File: src/rtl/hpdcache_fifo_rr_sched.sv
`default_nettype none
// ============================================================================
//  Module   : hpdcache_fifo_rr_sched
//  Brief    : Round-robin arbiter feeding a shared in-order FIFO. Each
//             requester may hold at most MAX_PEND entries in the queue at
//             any time. The head entry carries its payload and the index
//             of the requester that produced it.
//  Revision : 1.0 - initial release
// ============================================================================
module hpdcache_fifo_rr_sched #(
    parameter int unsigned N_REQ      = 4,
    parameter int unsigned FIFO_DEPTH = 4,
    parameter int unsigned MAX_PEND   = 2,
    parameter type         data_t     = logic
) (
    input  logic                            clk_i,
    input  logic                            rst_ni,
    input  logic [N_REQ-1:0]                req_valid_i,
    output logic [N_REQ-1:0]                req_ready_o,
    input  data_t                           req_data_i [N_REQ],
    output logic                            out_valid_o,
    input  logic                            out_ready_i,
    output data_t                           out_data_o,
    output logic [$clog2(N_REQ)-1:0]        out_id_o,
    output logic [$clog2(FIFO_DEPTH+1)-1:0] count_o
);

    localparam int unsigned IDW  = $clog2(N_REQ);
    localparam int unsigned PTRW = $clog2(FIFO_DEPTH);
    localparam int unsigned CNTW = $clog2(FIFO_DEPTH + 1);
    localparam int unsigned PW   = $clog2(MAX_PEND + 1);

    localparam logic [PTRW-1:0] PTR_LAST = PTRW'(FIFO_DEPTH - 1);
    localparam logic [CNTW-1:0] CNT_FULL = CNTW'(FIFO_DEPTH);
    localparam logic [PW-1:0]   PEND_MAX = PW'(MAX_PEND);
    localparam logic [IDW-1:0]  ID_LAST  = IDW'(N_REQ - 1);

    // ------------------------------------------------------------------------
    // State
    // ------------------------------------------------------------------------
    logic [PTRW-1:0] rptr;
    logic [PTRW-1:0] wptr;
    logic [CNTW-1:0] count;
    logic [IDW-1:0]  rr_ptr;
    logic [PW-1:0]   pend [N_REQ];

    // Payload storage is deliberately left without reset.
    data_t           data_mem [FIFO_DEPTH];
    logic [IDW-1:0]  id_mem   [FIFO_DEPTH];

    // ------------------------------------------------------------------------
    // Combinational control
    // ------------------------------------------------------------------------
    logic [N_REQ-1:0] eligible;
    logic             found;
    logic [IDW-1:0]   win;
    logic             full;
    logic             push;
    logic             pop;
    logic [IDW-1:0]   head_id;
    logic [N_REQ-1:0] pend_inc;
    logic [N_REQ-1:0] pend_dec;

    assign full        = (count == CNT_FULL);
    assign out_valid_o = (count != '0);
    assign pop         = out_valid_o & out_ready_i;
    assign head_id     = id_mem[rptr];
    assign out_id_o    = head_id;
    assign out_data_o  = data_mem[rptr];
    assign count_o     = count;

    // A requester may compete only while its quota of queued entries is not exhausted.
    always_comb begin
        for (int i = 0; i < N_REQ; i++) begin
            eligible[i] = req_valid_i[i] && (pend[i] < PEND_MAX);
        end
    end

    // Pick the first eligible requester at or above rr_ptr, wrapping around.
    always_comb begin
        int unsigned idx;
        found = 1'b0;
        win   = '0;
        idx   = 0;
        for (int unsigned k = 0; k < N_REQ; k++) begin
            idx = int'(rr_ptr) + k;
            if (idx >= N_REQ) begin
                idx = idx - N_REQ;
            end
            if (!found && eligible[idx]) begin
                found = 1'b1;
                win   = IDW'(idx);
            end
        end
    end

    // Grant is blocked on a full queue (even if the head leaves this cycle) and during reset.
    always_comb begin
        req_ready_o = '0;
        push        = found && !full && rst_ni;
        if (push) begin
            req_ready_o[win] = 1'b1;
        end
    end

    // Per-requester quota events for this cycle.
    always_comb begin
        for (int i = 0; i < N_REQ; i++) begin
            pend_inc[i] = push && (win == IDW'(i));
            pend_dec[i] = pop  && (head_id == IDW'(i));
        end
    end

    // ------------------------------------------------------------------------
    // Sequential logic
    // ------------------------------------------------------------------------

    // Control state: pointers, occupancy, arbitration pointer and quotas.
    always_ff @(posedge clk_i or negedge rst_ni) begin
        if (!rst_ni) begin
            rptr   <= '0;
            wptr   <= '0;
            count  <= '0;
            rr_ptr <= '0;
            for (int i = 0; i < N_REQ; i++) begin
                pend[i] <= '0;
            end
        end else begin
            if (push) begin
                wptr   <= (wptr == PTR_LAST) ? '0 : wptr + PTRW'(1);
                rr_ptr <= (win == ID_LAST) ? '0 : win + IDW'(1);
            end
            if (pop) begin
                rptr <= (rptr == PTR_LAST) ? '0 : rptr + PTRW'(1);
            end
            if (push && !pop) begin
                count <= count + CNTW'(1);
            end else if (pop && !push) begin
                count <= count - CNTW'(1);
            end
            for (int i = 0; i < N_REQ; i++) begin
                if (pend_inc[i] && !pend_dec[i]) begin
                    pend[i] <= pend[i] + PW'(1);
                end else if (pend_dec[i] && !pend_inc[i]) begin
                    pend[i] <= pend[i] - PW'(1);
                end
            end
        end
    end

    // Payload write: the granted requester's data and index land at wptr.
    always_ff @(posedge clk_i) begin
        if (push) begin
            data_mem[wptr] <= req_data_i[win];
            id_mem[wptr]   <= win;
        end
    end

`ifndef SYNTHESIS
    // ------------------------------------------------------------------------
    // Consistency checks
    // ------------------------------------------------------------------------
    int unsigned pend_sum;

    // Total of all quotas, which must track queue occupancy.
    always_comb begin
        pend_sum = 0;
        for (int i = 0; i < N_REQ; i++) begin
            pend_sum = pend_sum + 32'(pend[i]);
        end
    end

    // Flag quota over/underflow, occupancy overflow, multi-hot grant and quota/occupancy drift.
    always_ff @(posedge clk_i) begin
        if (rst_ni) begin
            assert (count <= CNT_FULL)
                else $error("count exceeds FIFO_DEPTH");
            assert ($onehot0(req_ready_o))
                else $error("req_ready_o not one-hot-or-zero");
            assert (pend_sum == 32'(count))
                else $error("sum of pend differs from count");
            for (int i = 0; i < N_REQ; i++) begin
                assert (pend[i] <= PEND_MAX)
                    else $error("pend[%0d] above MAX_PEND", i);
                assert (!(pend_inc[i] && !pend_dec[i] && pend[i] == PEND_MAX))
                    else $error("pend[%0d] overflow", i);
                assert (!(pend_dec[i] && !pend_inc[i] && pend[i] == '0))
                    else $error("pend[%0d] underflow", i);
            end
        end
    end
`endif

endmodule
`default_nettype wire

File: config.mk
export PLATFORM = sky130hd
export DESIGN_NAME = hpdcache_fifo_rr_sched
export DESIGN_NICKNAME = d
export VERILOG_FILES = /design/src/rtl/hpdcache_fifo_rr_sched.sv
export SDC_FILE = /design/constraint.sdc
export NUM_CORES = 1
export LEC_CHECK = 0
export CAP_MARGIN = 20
export CORE_MARGIN = 5
export CORE_UTILIZATION = 48
export CTS_CLUSTER_DIAMETER = 150
export DETAILED_ROUTE_END_ITERATION = 7
export GPL_TIMING_DRIVEN = 0
export MAX_ROUTING_LAYER = met4
export PLACE_DENSITY = 0.74
export SLEW_MARGIN = 20
export SYNTH_ARGS = -nofsm -noshare
export SYNTH_HDL_FRONTEND = slang
export SYNTH_SLANG_ARGS = --single-unit
File: constraint.sdc
create_clock -name clk_i -period 2.3 [get_ports clk_i]
set_input_delay 0.46 -clock clk_i [delete_from_list [all_inputs] [get_ports clk_i]]
set_output_delay 0.46 -clock clk_i [all_outputs]
set_load 0.01 [all_outputs]
==> results of run 1 <==
## flip-flops by register name, summed over array words and instances, names as in the netlist
name and flops:
id_mem 8, pend 8, data_mem 4, count_o 3
rptr 2, rr_ptr 2, wptr 2
## synth_stat cells, drive strengths merged
cell type	count
nor4b	1
nor2	10
nor3	1
and3	1
nand4	1
nor2b	4
a21o	1
xor2	10
or3	2
or4	1
a21oi	2
o21ai	6
mux4	3
nand2b	2
dfrtp	17
mux2	3
nand4b	1
buf	2
xnor2	5
edfxtp	12
or3b	1
mux2i	3
ha	14
fa	1
a31oi	1
and2	8
inv	5
a22o	1
and3b	1
nand2	7
## how the worst max path moves through the flow
stage	startpoint	end	slack (ps)	cells after the start
after floorplan	req_valid_i[3]	count_o[1]	-150	9
after global placement	req_valid_i[1]	req_ready_o[3]	-1010	8
after detailed placement	req_valid_i[1]	req_ready_o[1]	-1110	8
after CTS	rr_ptr[1]	req_ready_o[3]	-160	9
after global routing	rr_ptr[1]	req_ready_o[1]	-330	9
final	rr_ptr[1]	req_ready_o[1]	-260	9
## per-layer routing
layer	wire (um)	track usage, %	vias up
met5	0	-	-
met4	87	10.13	0
met3	249	6.156	11
met2	1928	29.33	58
met1	1586	21.30	591
li1	-	-	549
## cell usage in the layout (no fill, tap or decap), drive strengths merged, types with 6 or more instances in the layout
master,synthesis,layout
nor2,10,10
dfrtp,17,17
nand2,7,7
xor2,10,10
o21ai,6,6
clkdlybuf4s50,0,11
ha,14,14
edfxtp,12,12
and2,8,8
buf,2,31
## kinds of logic after synthesis
logic type,after synthesis
buf+inv,7
mux,9
xor+xnor,15
simple gates,41
flops,29
fa+ha+maj,15
compound gates,11
## what timing repair did
action / in CTS / in global routing
pin swaps: 12 / 11
buffers inserted: 20 / 9
setup endpoints to repair: 18 / 13
resized for setup: 60 / 23
## per-stage QoR
stage	worst slack (ps)	total power, mW	cell area [um^2]
after floorplan	-152.2	1.833	1590
after CTS	-158.9	2.991	2160
after global placement	-1006	2.182	1856
final	-260.6	3.312	2317
after detailed placement	-1113	2.268	1856
after global routing	-326.5	3.533	2317
## worst max-delay path, stage by stage (launching register included)
cell	delay, ps
dfrtp_1	420
buf_6	130
and3b_2	230
o21ai_2	170
a21oi_2	100
nor2_4	200
inv_4	70
ha_4	160
and2_4	160
buf_6	110
## cell type report
class	instances	area share (%)
Clock inverter	3	0.7559
Tap cell	44	2.376
Inverter	5	1.026
Sequential cell	29	34.02
Clock buffer	5	1.620
Timing Repair Buffer	48	19.44
Multi-Input combinational cell	91	40.77
## power by group
part	switching, mW	internal [mW]
sequential	0.198	0.796
clock	0.192	0.115
combinational	0.906	1.10
total	1.30	2.02
==> impl_metrics.toml, run 1 <==
[timing]
setup_viol = 7
slew_headroom_pct = 67.78
fmax_ghz = 0.3905
hold_slack_ps = 156.1
fin_ws_ps = -260.6
rsz0062_at_grt = "yes"
finClkSkew_ps = 16.45
hold_viol = 0
maxSlewViolCount = 0
period_minus_slack_ps = 2561
setup_tns_ps = -1194
tightest_slew_ps = 483.4
period_share_pct = 111.3

[yosys]
post_synth_inst_count = 127
avgSynthCellArea_um2 = 12.40
synth_compound_area_share_pct = 3.971
yosys.area.top_type_share_pct = 27.01
synth_top_family_by_area = "simple AND/OR/NAND/NOR gates"
ys_ff_latch = 29
yosysTopAreaCell = "dfrtp_1"
ys_types = 32
synth_area_mm2 = 0.001575
ys_warn_count = 0
ys_seq_area_share_pct = 49.88
synthMuxAreaShare_pct = 8.578
synthAdderAreaFrac_pct = 12.39
synth_xor_area_share_pct = 8.340
synth-simple-area-share_pct = 14.22
synth_nets = 153
synth_area_leaders = "dfrtp_1, edfxtp_1, ha_1, xor2_1, mux4_2"

[detailed_routing]
antenna_left = 0
via_per_inst = 5.373
wire_per_inst_um = 17.12
wl_um = 3852
drcViolationCount = 0
first_iter_violations = 64
via_count = 1209
drt_pass1_iterations = 4

[layout]
fin_cells = 225
multi_input_area_um2 = 944.7
nNetsFinal = 206
antenna_cells = 0
area_growth_pct = 47.10
final.fill_count = 225
layout-drive-gt1-share_pct = 44.20
layout.area.seq_um2 = 788.3
final_util_pct = 74.68

[clocking]
worstSkewPairLatency_ps = 340
ctsHoldBuffers = 0
clock-sinks = 29
path_clk_slew_ps = 110
cts_buffers = 5
cts_buffer_depth = 2
cts_tree = "built"
h-tree-depth = 2
cts-root-buf = "clkbuf_4"

[power]
powerDensity_mw_per_mm2 = 1429
leakage_nw = 0.9835
ir_worst_vdd_uv = 671.3

[floorplanning]
die_y_um = 67.29
fp-row-count = 20
die_area_mm2 = 0.004527
start_util_pct = 50.77
pin_count = 22
core_mm2 = 0.003103
die_x_um = 67.29

[placed_design]
dp_hpwl_um = 2209
place.gp.congestion = 0.7596
dp_cells = 192
io_buffers = 21

[run_status]
status = "finished with violations"
violations = "negative setup slack"

[critical_path]
worstSetupPathType = "reg2out"
r2r_end = "pend[5]"
worstPathArrival_ps = 2100
rr_startpoint = "rr_ptr[1]"
worst-r2r-cell-count = 13
regToRegSetupSlack_ps = -120
critPathMaxFanout = 4
start_kind = "flop"
crit_required_ps = 1840
end_kind = "primary output"

[global_route]
antenna_found_initial = 0
grt_start_max_net_pins = 19
grtUsageTotal_pct = 18.76
overflow = 0
grt_pass1_wl_um = 5975
grt_pass1_vias = 1243

[worst_hold_path]
hp-class = "in2async"

[job]
drv_cap = 0
Power figures use the tool's default switching activity.
==> inputs of run 2 (changes only) <==
--- a/config.mk
+++ b/config.mk
@@ -13,7 +13,7 @@
 export GPL_TIMING_DRIVEN = 0
 export MAX_ROUTING_LAYER = met4
 export PLACE_DENSITY = 0.74
-export SLEW_MARGIN = 20
+export SLEW_MARGIN = 10
 export SYNTH_ARGS = -nofsm -noshare
 export SYNTH_HDL_FRONTEND = slang
 export SYNTH_SLANG_ARGS = --single-unit
==> results of run 2 <==
Same layout as run 1: the final DEF is identical, and so are final timing and power.
==> inputs of run 3 (changes only) <==
--- a/config.mk
+++ b/config.mk
@@ -13,6 +13,7 @@
 export GPL_TIMING_DRIVEN = 0
 export MAX_ROUTING_LAYER = met4
 export PLACE_DENSITY = 0.74
+export RECOVER_POWER = 50
 export SLEW_MARGIN = 10
 export SYNTH_ARGS = -nofsm -noshare
 export SYNTH_HDL_FRONTEND = slang
==> run 3 against run 2 <==
Largest cell class unchanged. Clock power is essentially flat. Critical path type unchanged. Flip-flop and latch count is the same. The flow still finishes with violations (negative setup slack). Clock skew is essentially flat. Sequential share of layout area grew 0.15 points. Highest routed layer unchanged.
==> impl_metrics.toml, run 3 (synthesis results as in run 1) <==
[run_status]
status = "finished with violations"
violations = "negative setup slack"

[detailed_routing]
via_per_inst = 5.298
first_iter_violations = 66
antenna_left = 0
wl_um = 3860
via_count = 1192
drcViolationCount = 0
drt_pass1_iterations = 4
wire_per_inst_um = 17.16

[critical_path]
worstPathArrival_ps = 2100
max_stage_delay_ps = 420
slowest_stage = "dfrtp_1"
start_kind = "flop"
timing.critical_path.mode_cell = "buf_6"
crit_family = "simple AND/OR/NAND/NOR gates"
worstSetupPathType = "reg2out"
cp_cell_sequence = "buf_6, and3b_2, o21ai_2, a21oi_2, nor2_4, inv_4, ha_4, and2_4, buf_6"
critPathMaxFanout = 4
crit_required_ps = 1840
end_kind = "primary output"
critPathBufInv = 3
rr_startpoint = "rr_ptr[1]"
startpoint = "rr_ptr[1]"

[timing]
maxSlewViolCount = 0
hold_viol = 0
rsz0062_at_grt = "yes"
slew_headroom_pct = 33.23
tightest_slew_ps = 1002
fin_ws_ps = -259.0
fmax_ghz = 0.3908
period_minus_slack_ps = 2559
finClkSkew_ps = 16.40
setup_tns_ps = -1208
setup_viol = 8
period_share_pct = 111.3

[placed_design]
place_ws_ps = -1113
place.gp.congestion = 0.7596
dp_hpwl_um = 2209
io_buffers = 21

[layout]
reg.largest.list = "id_mem: 8 flops, pend: 8 flops, data_mem: 4 flops"
final.fill_count = 226
area_growth_pct = 46.47
layout-drive-gt1-share_pct = 43.09
mostFrequentLayoutCells = "buf_4, dfrtp_1, buf_6"
nNetsFinal = 206
final_common_cell = "buf_4"
antenna_cells = 0

[clocking]
cts_buffer_depth = 2
cts-root-buf = "clkbuf_4"
cts_buffers = 5
clock-sinks = 29
worstSkewPairLatency_ps = 340
cts_tree = "built"
path_clk_slew_ps = 110
h-tree-depth = 2

[global_route]
grtUsageTotal_pct = 18.76
overflow = 0
grt_pass1_wl_um = 5975
grt_start_max_net_pins = 19
antenna_found_initial = 0
grt_pass1_vias = 1243

[power]
powerDensity_mw_per_mm2 = 1435
leakage_nw = 0.9798
ir_worst_vdd_uv = 671.3

[worst_hold_path]
hp-class = "in2async"

[floorplanning]
die_area_mm2 = 0.004527
die_x_um = 67.29
pin_count = 22
die_y_um = 67.29
start_util_pct = 50.77
core_mm2 = 0.003103
fp-row-count = 20

[job]
drv_cap = 0
## run 3: changes by cell type in the layout (fill, tap and decap cells not counted), sizes merged
cell           previous run  this run
clkbuf                    5         6
clkdlybuf4s15             1         0
## run 3: per-layer routing
metal  GRT usage, %  vias up  wire, um
met5              -        -         0
met2          29.33       50      1959
met3          6.156        7       238
li1               -      550         -
met4          10.13        0        61
met1          21.30      585      1601
## run 3: report_power, final
group	leakage [nW]	switching [mW]	internal, mW
Sequential	0.310	0.199	0.796
Combinational	0.639	0.905	1.10
Clock	0.0310	0.193	0.115
## run 3: through the flow
stage | power (mW) | instances | cell area, um^2 | utilization (%) | hold slack (ps)
2_1_floorplan | 1.833 | 127 | 1590 | - | 164.4
3_5_place_dp | 2.268 | 192 | 1856 | 59.80 | 458.3
5_1_grt | 3.530 | 225 | 2307 | 74.35 | 331.0
4_1_cts | 2.991 | 218 | 2160 | 69.60 | 160.6
6_report | 3.311 | 225 | 2307 | 74.35 | 257.2
3_3_place_gp | 2.182 | 192 | 1856 | 59.80 | 457.2
## run 3: worst paths after layout
kind,to,slack [ps],depth (start not counted)
max,req_ready_o[1],-260,9
min,pend[2],260,1
max reg2reg,pend[5],-120,13
min reg2reg,pend[4],500,1
max in group asynchronous,rptr[0],1360,1
min in group clk_i,pend[4],500,1
## run 3: cell type report
class / instances / area [um^2] / share of cell area [%]
Multi-Input combinational cell: 91 / 942.2 / 40.84
Tap cell: 44 / 55.05 / 2.386
Inverter: 5 / 23.77 / 1.030
Clock inverter: 3 / 17.52 / 0.7592
Sequential cell: 29 / 788.3 / 34.16
Timing Repair Buffer: 48 / 442.9 / 19.20
Clock buffer: 5 / 37.54 / 1.627
## run 3: what timing repair did
action                     in CTS  in global routing
hold buffers                    0                  0
pin swaps                      12                 11
buffers inserted               20                  9
setup endpoints to repair      18                 13
resized for setup              60                 23
